File: src/rtl/pipe_stage_reg.sv
// Pipeline stage register carrying NCH write channels plus valid; 1-cycle latency, no comb in->out path.
// Backpressure: stall[STAGE] with stall[STAGE+1] holds, without it a bubble is inserted; flush squashes.
module pipe_stage_reg #(
  parameter int STAGE   = 4,
  parameter int STALL_W = 6,
  parameter int NCH     = 3,
  parameter int AW      = 5,
  parameter int DW      = 32,
  parameter int CNT_W   = 16
) (
  input  logic                 clk,
  input  logic                 rst,
  input  logic [STALL_W-1:0]   stall,
  input  logic                 flush,
  input  logic                 clr_cnt,
  input  logic                 in_valid,
  input  logic [NCH-1:0]       in_we,
  input  logic [NCH*AW-1:0]    in_addr,
  input  logic [NCH*DW-1:0]    in_data,
  output logic                 out_valid,
  output logic [NCH-1:0]       out_we,
  output logic [NCH*AW-1:0]    out_addr,
  output logic [NCH*DW-1:0]    out_data,
  output logic [CNT_W-1:0]     bubble_cnt,
  output logic [CNT_W-1:0]     flush_cnt
);

  typedef enum logic [1:0] {
    M_ADVANCE,
    M_HOLD,
    M_BUBBLE,
    M_FLUSH
  } mode_e;

  // The last stage has no downstream stall bit, so it can only bubble, never hold.
  localparam bit HAS_DN = (STAGE + 1 < STALL_W);
  localparam int DN_IDX = HAS_DN ? STAGE + 1 : STAGE;

  logic  st;
  logic  dn;
  logic  stall_unused;
  mode_e mode;

  assign st           = stall[STAGE];
  assign dn           = HAS_DN ? stall[DN_IDX] : 1'b0;
  assign stall_unused = ^stall;

  always_comb begin
    mode = M_ADVANCE;
    if (flush)
      mode = M_FLUSH;
    else if (st && !dn)
      mode = M_BUBBLE;
    else if (st)
      mode = M_HOLD;
  end

  always_ff @(posedge clk or negedge rst) begin
    if (!rst) begin
      out_valid <= 1'b0;
      out_we    <= '0;
      out_addr  <= '0;
      out_data  <= '0;
    end else begin
      case (mode)
        M_FLUSH, M_BUBBLE: begin
          out_valid <= 1'b0;
          out_we    <= '0;
          out_addr  <= '0;
          out_data  <= '0;
        end
        M_ADVANCE: begin
          out_valid <= in_valid;
          out_we    <= in_we & {NCH{in_valid}};
          out_addr  <= in_valid ? in_addr : '0;
          out_data  <= in_valid ? in_data : '0;
        end
        default: ;
      endcase
    end
  end

  // Clear wins over the increment of the same cycle; both counters stick at all-ones.
  always_ff @(posedge clk or negedge rst) begin
    if (!rst) begin
      bubble_cnt <= '0;
      flush_cnt  <= '0;
    end else if (clr_cnt) begin
      bubble_cnt <= '0;
      flush_cnt  <= '0;
    end else begin
      if (mode == M_BUBBLE && bubble_cnt != '1)
        bubble_cnt <= bubble_cnt + CNT_W'(1);
      if (mode == M_FLUSH && flush_cnt != '1)
        flush_cnt <= flush_cnt + CNT_W'(1);
    end
  end

endmodule

File: config.mk
export PLATFORM = sky130hd
export DESIGN_NAME = pipe_stage_reg
export DESIGN_NICKNAME = d
export VERILOG_FILES = /design/src/rtl/pipe_stage_reg.sv
export SDC_FILE = /design/constraint.sdc
export NUM_CORES = 1
export LEC_CHECK = 0
export BUFFER_PORTS_ARGS = -buffer_cell sky130_fd_sc_hd__buf_4
export CORE_MARGIN = 1
export CORE_UTILIZATION = 44
export CTS_BUF_LIST = sky130_fd_sc_hd__clkbuf_8
export CTS_CLUSTER_DIAMETER = 50
export DETAILED_ROUTE_END_ITERATION = 12
export MAX_ROUTING_LAYER = met4
export PLACE_DENSITY = 0.79
export SLEW_MARGIN = 20
export SYNTH_ARGS = -nofsm -noshare
export SYNTH_HDL_FRONTEND = slang
export SYNTH_SLANG_ARGS = --single-unit
File: constraint.sdc
create_clock -name clk -period 1.7 [get_ports clk]
set_input_delay 0.17 -clock clk [delete_from_list [all_inputs] [get_ports clk]]
set_output_delay 0.17 -clock clk [all_outputs]
set_load 0.02 [all_outputs]
; Yosys cells after proc, flatten, opt, wreduce, memory -nomap -nowiden
; Index checks and enable logic that the tools add are counted.
[classes]
addsub = 2
eq_ne = 4
mux = 13
n_bitwise = 1
n_reduce_logical = 9
[ops]
columns = cell, n
row1 = one-hot mux 96 bit (2 select lines), 1
row2 = 2-to-1 mux 96 bit, 1
row3 = 2-to-1 mux 16 bit, 4
row4 = adder 16 x 1 -> 16 bit (second input constant), 2
row5 = != test 16 bit (second input constant), 2
row6 = one-hot mux 15 bit (2 select lines), 1
row7 = 2-to-1 mux 15 bit, 1
row8 = one-hot mux 3 bit (2 select lines), 1
row9 = nonzero test 2 bit, 3
row10 = == test 2 bit (second input constant), 2
row11 = 2-to-1 mux 2 bit, 2
row12 = AND 3 bit, 1
row13 = logical AND 1 bit, 3
row14 = logical NOT 2 bit, 1
row15 = one-hot mux 1 bit (2 select lines), 1
row16 = OR reduction 2 bit, 1
row17 = logical NOT 1 bit, 1
row18 = 2-to-1 mux 1 bit, 1
[word_totals]
register_bits = 147
input_bits = 125
out_inout_bits = 147
word_cells = 35

; Longest topological paths before layout
; Gate-level depths: netlist (run 1).
[depth]
depth_word = 8
depth_mapped = 6
ltp_nobuf = 5

; Least setup slack after synthesis (run 1)
; Ideal clock, no wire load.
[synth_path]
kind = reg2reg
start = reg bubble_cnt[8]
end = reg bubble_cnt[15]
setup_ns = 0.095
arrival_ns = 1.866
slack_ns = -0.261
path_stages_with_launch = 5
cell_sequence = dfrtp_1 -> nand4_1 -> or4_1 -> or3_1 -> o31ai_1
[synth_between]
elab_chain_len = 3
word_cells_on_any_way = 6
cone_classes = add/sub (1) / eq/ne (1) / mux (2) / reduce/logical (2)
[synth_rtl]
columns = item, line
row1 = from (decl), 24  ; output logic [CNT_W-1:0] bubble_cnt,
row2 = from (signal assigned), 93  ; bubble_cnt <= bubble_cnt + CNT_W'(1);
row3 = adder 16 x 1 -> 16 bit / != test 16 bit (equally long branches), "93, 92"
row4 = 2-to-1 mux 16 bit / logical AND 1 bit (equally long branches), 92  ; if (mode == M_BUBBLE && bubble_cnt != '1)
row5 = 2-to-1 mux 16 bit / nonzero test 2 bit (equally long branches), n/a
; Parallel ways exist; a longest one is shown, timed or not. The select of a mux whose other input is x is not followed.
; A chain may end at the register's enable or synchronous reset.

; Worst setup path after layout (run 1)
[layout_path]
start = reg bubble_cnt[9]
end = reg bubble_cnt[15]
; Same word-level chain as after synthesis.

==> results of run 1 <==
-- power groups by stage --
| stage | combinational (mW) | sequential [mW] | clock (mW) |
|---|---|---|---|
| 5_1_grt | 1.12 | 3.67 | 3.28 |
| 3_3_place_gp | 0.789 | 3.71 | 0 |
| 3_5_place_dp | 0.810 | 3.71 | 0 |
| 4_1_cts | 1.02 | 3.65 | 3.11 |
| 6_report | 1.06 | 3.66 | 3.09 |
| 2_1_floorplan | 0.169 | 3.83 | 0 |
-- cells in the final DEF (no fill, tap or decap), types with 2 or more instances in the layout --
| master | count |
|---|---|
| or4_1 | 7 |
| nand2_1 | 12 |
| dfrtp_1 | 132 |
| inv_1 | 9 |
| clkinvlp_4 | 4 |
| o31ai_1 | 9 |
| mux2_2 | 8 |
| nand3_1 | 7 |
| a21oi_2 | 3 |
| clkbuf_8 | 17 |
| xnor2_1 | 3 |
| or4_4 | 5 |
| nor2_1 | 14 |
| bufinv_16 | 5 |
| clkinv_2 | 2 |
| nor2b_1 | 9 |
| dlygate4sd3_1 | 115 |
| nor4_2 | 3 |
| or2_2 | 2 |
| nand4_1 | 10 |
| nand3_2 | 2 |
| nor3_2 | 3 |
| a22o_1 | 114 |
| and4_1 | 2 |
| or3_1 | 3 |
| nor3_1 | 2 |
| a21oi_1 | 14 |
| o41ai_1 | 3 |
| o21ai_0 | 4 |
| buf_4 | 309 |
| or3_4 | 2 |
| buf_12 | 4 |
| dfrtp_2 | 15 |
-- critical path, stage by stage, from the launching register on --
cell and delay, ns:
dfrtp_2 0.37, nand4_1 0.13, or4_4 0.59, or3_4 0.40
o31ai_4 0.16
-- cell families (layout without fill, tap and decap cells) --
| logic type | after synthesis | count (layout) | share of synthesized area [%] |
|---|---|---|---|
| XOR/XNOR | 3 | 3 | 0.450 |
| buffers and inverters | 41 | 468 | 2.77 |
| flip-flops | 147 | 147 | 63.0 |
| AND/OR/NAND/NOR | 95 | 95 | 9.41 |
| adder cells (fa/ha/maj) | 2 | 2 | 0.429 |
| multiplexers | 9 | 9 | 1.72 |
| AO/OA/AOI/OAI | 159 | 159 | 22.2 |
| other | 0 | 1 | 0 |
-- what timing repair did --
| action | in CTS | in global routing |
|---|---|---|
| gates resized for setup | 1 | 25 |
| endpoints found under the hold margin | 261 | 0 |
| setup buffers | 1 | 5 |
| endpoints found under the setup margin | 3 | 20 |
| gates cloned | 0 | 0 |
| pin swaps | 1 | 8 |
| hold buffers | 115 | 0 |
-- how the worst min path moves through the flow --
| stage | slack (ns) | to | cells past startpoint | from |
|---|---|---|---|---|
| 5_1_grt | 0.18 | out_data[79]$_DFFE_PN0P_ | 2 | rst |
| 4_1_cts | 0.11 | flush_cnt[10]$_DFFE_PN0P_ | 2 | clr_cnt |
| 2_1_floorplan | -0.13 | bubble_cnt[0]$_DFFE_PN0P_ | 0 | rst |
| 3_5_place_dp | 0.07 | flush_cnt[5]$_DFFE_PN0P_ | 1 | rst |
| 3_3_place_gp | 0.07 | flush_cnt[5]$_DFFE_PN0P_ | 1 | rst |
| 6_report | 0.16 | flush_cnt[10]$_DFFE_PN0P_ | 2 | clr_cnt |
-- layout make-up --
class	instances	share of cell area, %
flip-flops and latches	147	36.5
well taps	172	2.13
inverters	8	0.297
diodes	1	0.0247
clock inverters	14	2.09
clock buffers	17	2.31
repair buffers	429	35.2
multi-input cells	268	21.4
-- routing by layer --
layer,share of wire (%),vias up
li1,-,2585
met2,51,321
met4,3.9,0
met3,6.5,69
met5,0,-
met1,39,2987
-- state kept, by name, indices dropped and copies added (netlist names) --
register    flops
out_data       96
out_valid       1
out_addr       15
out_we          3
bubble_cnt     16
flush_cnt      16
-- metrics by stage --
| stage | total power, mW | instance area, µm² | setup TNS [ns] | utilization [%] |
|---|---|---|---|---|
| floorplan | 3.99 | 5900 | -0.249 | - |
| global placement | 4.50 | 8360 | -0.119 | 65.4 |
| detailed placement | 4.52 | 8360 | -0.356 | 65.4 |
| CTS | 7.78 | 9970 | -0.00767 | 78.0 |
| global route | 8.07 | 10100 | -0.217 | 79.2 |
| finish | 7.81 | 10100 | -0.0265 | 79.2 |
-- cell usage after synthesis --
library cell  count
a21o_1            1
nor4_1            5
o311ai_0          3
and3b_1           1
mux2_2            8
a21oi_1          17
a31oi_1           1
nor2b_1           9
mux2i_1           1
ha_1              2
and3_1            1
o21bai_1          1
buf_1             8
or2_2             2
clkbuf_1         24
o21ai_0           4
a22o_1          114
or2_1             1
and4b_1           1
nor3b_1           2
and4_1            2
o31ai_1          11
or3_1             5
o41ai_1           3
dfrtp_1         147
and2_1            1
nand2_1          12
buf_6             1
nand3_1          10
inv_1             8
xnor2_1           3
a2111oi_0         1
nor3_1            5
o211a_1           1
nand3b_1          1
or4_4             1
nor2_1           14
or3b_4            1
a211oi_1          2
nand4_1          10
or4_1            11
==> metrics.yaml, run 1 <==
start_util_pct: 45.7
cts_tree: "done"
multi_input_area_mm2: 0.00216
tightest_slew_ns: 0.536
combPwrFrac_pct: 13.6
num_rows: 41
core_region_area_mm2: 0.0128
viasPerCell: 5.65
place.gp.congestion: 0.896
fillers: 699
setup_viol: 2
met1_usage_pct: 39.7
internal-power_mw: 5.89
grt_max_degree: 116
peakVddDrop_v: 0.000464
dp_hpwl_um: 12500
num-nets-final: 998
ys_seq_area_share_pct: 63.0
maxCapViolations: 0
synth_area_mm2: 0.00583
drv_slew: 0
cts.htree.levels: 4
io_buffers: 267
cts_sinks: 147
violations: "negative setup slack"
cts.root.buffer_cell: "clkbuf_8"
yosys_warnings: 0
grt_pass1_wl_um: 32300
cp_max_fo: 4
worstSetupStartpointType: "flip-flop"
netlist-cell-type-count: 41
hold_viol_final: 0
insertion_delay_ns: 0.45
fin_hold_ws_ns: 0.161
rsz0062_at_grt: "true"
final_layout_size_suffix_gt1_share_pct: 45.2
wirelength_um: 21900
post_drt_wl_per_cell_um: 20.8
worst_slack_ns: -0.0249
fp.dieW_um: 117
vias: 5962
cp-endpoint: "bubble_cnt[15]$_DFFE_PN0P_"
synth_top_area_cell: "dfrtp_1"
synth_top_area_share_pct: 63.0
power_leakage_nw: 4.98
max_freq_ghz: 0.580
cts-buffers-inserted: 17
reg2regPathDepth: 4
register_area_mm2: 0.00370
syn2layout_area_growth_pct: 73.4
met2_usage_pct: 53.6
grt-ovfl-total: 0
drtAntennaViolNets: 0
dp_cells: 903
pre_cts_slack_ns: -0.103
pin_count: 272
grt_pass1_vias: 6095
die_y_um: 117
synthCells: 456
cts_buffer_depth: 2
top_usage_layer: "met2"
syn_area_per_cell_um2: 12.8
sequentialPowerShare_pct: 46.8
crit_start: "bubble_cnt[9]$_DFFE_PN0P_"
clock-skew-final_ns: 0.0135
drt_first_iter_violations: 511
cp-end-kind: "flip-flop"
relSlewSlack_pct: 64.3
crit_type: "reg2reg"
p_per_area_mw_per_mm2: 773
hold_class: "in2reg"
clk_pin_slew_ns: 0.08
period_share_pct: 101
required_ns: 2.06
dieArea_mm2: 0.0137
cp.arrival_ns: 2.09
dr.pass1.iters: 5
outcome: "finished, violations left"
timing.rr.start: "bubble_cnt[9]$_DFFE_PN0P_"
synth_seq_cells: 147
clkPwrFrac_pct: 39.6
sw_frac_of_total_pct: 24.6
syn_nets: 583
fin_crit_ns: 1.72
synth.area.top_cells: "dfrtp_1, a22o_1, clkbuf_1"
gr-usage-met3_pct: 6.23
grt_antenna_before_repair: 1
switchingPower_mw: 1.92
grt_usage_pct: 33.0
r2r_setup_slack_ns: -0.02
layoutNonFillerInstCount: 1056
route.detailed.drc: 0
r2r-end: "bubble_cnt[15]$_DFFE_PN0P_"
Note: power is estimated with default switching activity, not from simulation.
==> inputs of run 2 (changes only) <==
==> constraint.sdc (replaced) <==
create_clock -name clk -period 1.4 [get_ports clk]
set_input_delay 0.14 -clock clk [delete_from_list [all_inputs] [get_ports clk]]
set_output_delay 0.14 -clock clk [all_outputs]
set_load 0.02 [all_outputs]
==> metrics.yaml, run 2 (synthesized netlist as in run 1, its figures left out) <==
cts_buffer_depth: 2  # unchanged
top_regs: "out_data x96, bubble_cnt x16, flush_cnt x16"
fin_crit_ns: 1.76  # +0.0332 ns
multi_input_area_mm2: 0.00241  # +12%
dp_hpwl_um: 13400  # +7.6%
peakVddDrop_v: 0.000622  # +34%
relSlewSlack_pct: 73.7  # +9.4 points
core_region_area_mm2: 0.0128  # unchanged
cp-endpoint: "bubble_cnt[14]$_DFFE_PN0P_"
final_layout_size_suffix_gt1_share_pct: 52.7  # +7.5 points
drv_slew: 0  # unchanged
route.detailed.drc: 0  # unchanged
final_common_cell: "buf_4"
dieArea_mm2: 0.0137  # unchanged
timing.rr.start: "bubble_cnt[12]$_DFFE_PN0P_"
internal-power_mw: 6.81  # +16%
hold_class: "in2reg"
power_leakage_nw: 5.33  # +7.2%
hold_viol_final: 0  # unchanged
outcome: "finished, violations left"
worst_slack_ns: -0.358  # -0.333 ns
grt_pass1_vias: 6538  # +7.3%
p_per_area_mw_per_mm2: 853  # +10%
cts_sinks: 147  # unchanged
reg2regPathDepth: 7  # +3
insertion_delay_ns: 0.45  # about the same
drtAntennaViolNets: 0  # unchanged
grt_usage_pct: 36.2  # +3.2 points
post_drt_wl_per_cell_um: 21.9  # +5.5%
grt_antenna_before_repair: 0  # -1
clk_pin_slew_ns: 0.09  # about the same
grt-ovfl-total: 0  # unchanged
fp.dieW_um: 117  # unchanged
cts-buffers-inserted: 17  # unchanged
cp.arrival_ns: 2.14  # +0.05 ns
fillers: 606  # -13%
layout_common_cells: "buf_4, dfrtp_1, dlygate4sd3_1"
register_area_mm2: 0.00371  # +0.34%
viasPerCell: 5.70  # +0.95%
cts_tree: "done"
antenna_cells: 0  # -1
die_y_um: 117  # unchanged
rsz0062_at_grt: "true"
cts.root.buffer_cell: "clkbuf_8"
fin_hold_ws_ns: 0.0989  # -0.0622 ns
crit_type: "reg2reg"
r2r-end: "bubble_cnt[14]$_DFFE_PN0P_"
wirelength_um: 24400  # +11%
syn2layout_area_growth_pct: 86.7
largest_register_ffs: 96  # unchanged
setup_tns_ns: -6.23  # -6.20 ns
clock-skew-final_ns: 0.0132  # -0.000228 ns
dr.pass1.iters: 5  # unchanged
num_rows: 41  # unchanged
maxCapViolations: 0  # unchanged
p_total_mw: 9.29  # +19%
violations: "negative setup slack"
worstSetupStartpointType: "flip-flop"
sequentialPowerShare_pct: 47.8  # +1.0 points
utilization_pct: 85.3  # +6.1 points
top_register: "out_data"
io_buffers: 267  # unchanged
crit_start: "bubble_cnt[12]$_DFFE_PN0P_"
combPwrFrac_pct: 14.9  # +1.3 points
cp-end-kind: "flip-flop"
tightest_slew_ns: 0.392  # -0.144 ns
required_ns: 1.78  # -0.28 ns
start_util_pct: 45.7  # unchanged
setup_viol: 31  # +29
period_share_pct: 126  # +24 points
clkPwrFrac_pct: 37.3  # -2.3 points
grt_max_degree: 60  # -48%
pre_cts_slack_ns: -0.411  # -0.308 ns
num-nets-final: 1053  # +5.5%
place.gp.congestion: 0.873  # -2.5%
max_freq_ghz: 0.569  # -1.9%
drt_first_iter_violations: 514  # +0.59%
cp_max_fo: 5  # +1
pin_count: 272  # unchanged
cts.htree.levels: 4  # unchanged
vias: 6332  # +6.2%
sw_frac_of_total_pct: 26.7  # +2.1 points
switchingPower_mw: 2.48  # +29%
r2r_setup_slack_ns: -0.36  # -0.33 ns
grt_pass1_wl_um: 35300  # +9.4%
==> run 2: worst min-delay path by stage <==
stage,cells past startpoint,to,slack (ns),startpoint
5_1_grt,2,flush_cnt[12]$_DFFE_PN0P_,0.09,clr_cnt
3_5_place_dp,1,out_data[91]$_DFFE_PN0P_,0.03,rst
4_1_cts,2,flush_cnt[10]$_DFFE_PN0P_,0.04,clr_cnt
6_report,2,bubble_cnt[8]$_DFFE_PN0P_,0.1,clr_cnt
3_3_place_gp,1,out_data[91]$_DFFE_PN0P_,0.03,rst
2_1_floorplan,0,bubble_cnt[0]$_DFFE_PN0P_,-0.16,rst
==> run 2: layer usage <==
| metal | routed length (µm) | part of all wire [%] | vias up | track usage, % |
|---|---|---|---|---|
| met5 | 0 | 0 | - | - |
| met4 | 1110 | 4.5 | 0 | 19.5 |
| met3 | 1680 | 6.9 | 102 | 7.42 |
| met2 | 12900 | 53 | 385 | 61.1 |
| met1 | 8700 | 36 | 3150 | 40.4 |
| li1 | - | - | 2695 | - |
==> run 2: power by group through the flow <==
stage	clock (mW)	combinational, mW	sequential, mW
floorplan	0	0.212	4.65
global placement	0	1.01	4.51
detailed placement	0	1.04	4.51
CTS	3.45	1.32	4.43
global route	3.71	1.45	4.45
finish	3.47	1.38	4.45
==> run 2: repair_timing <==
| action | 4_1_cts | 5_1_grt |
|---|---|---|
| gates resized for setup | 40 | 41 |
| setup buffers | 10 | 11 |
| hold buffers | 115 | 0 |
| setup endpoints to repair | 31 | 35 |
| cloned | 2 | 0 |
| hold endpoints to repair | 261 | 0 |
| pin swaps | 28 | 17 |
==> run 2: per-stage QoR <==
step                      std cells  area, µm²
after global placement          942       8820
after global routing           1111      10900
after floorplan                 456       6010
final                          1111      10900
after CTS                      1101      10700
after detailed placement        942       8820
==> run 2: worst max-delay path: stages (launching register included) <==
cell     delay [ns]
dfrtp_1        0.44
buf_6          0.14
nand4_1        0.14
buf_4          0.16
nor4_4         0.04
buf_4          0.15
or4_1          0.49
a21oi_2        0.14
==> run 2: layout make-up <==
cell class                      instances  area share (%)
Inverter                                8           0.276
Multi-Input combinational cell        269            22.2
Clock inverter                         13            1.36
Clock buffer                           19            2.40
Sequential cell                       147            34.0
Timing Repair Buffer                  483            37.8
Tap cell                              172            1.98
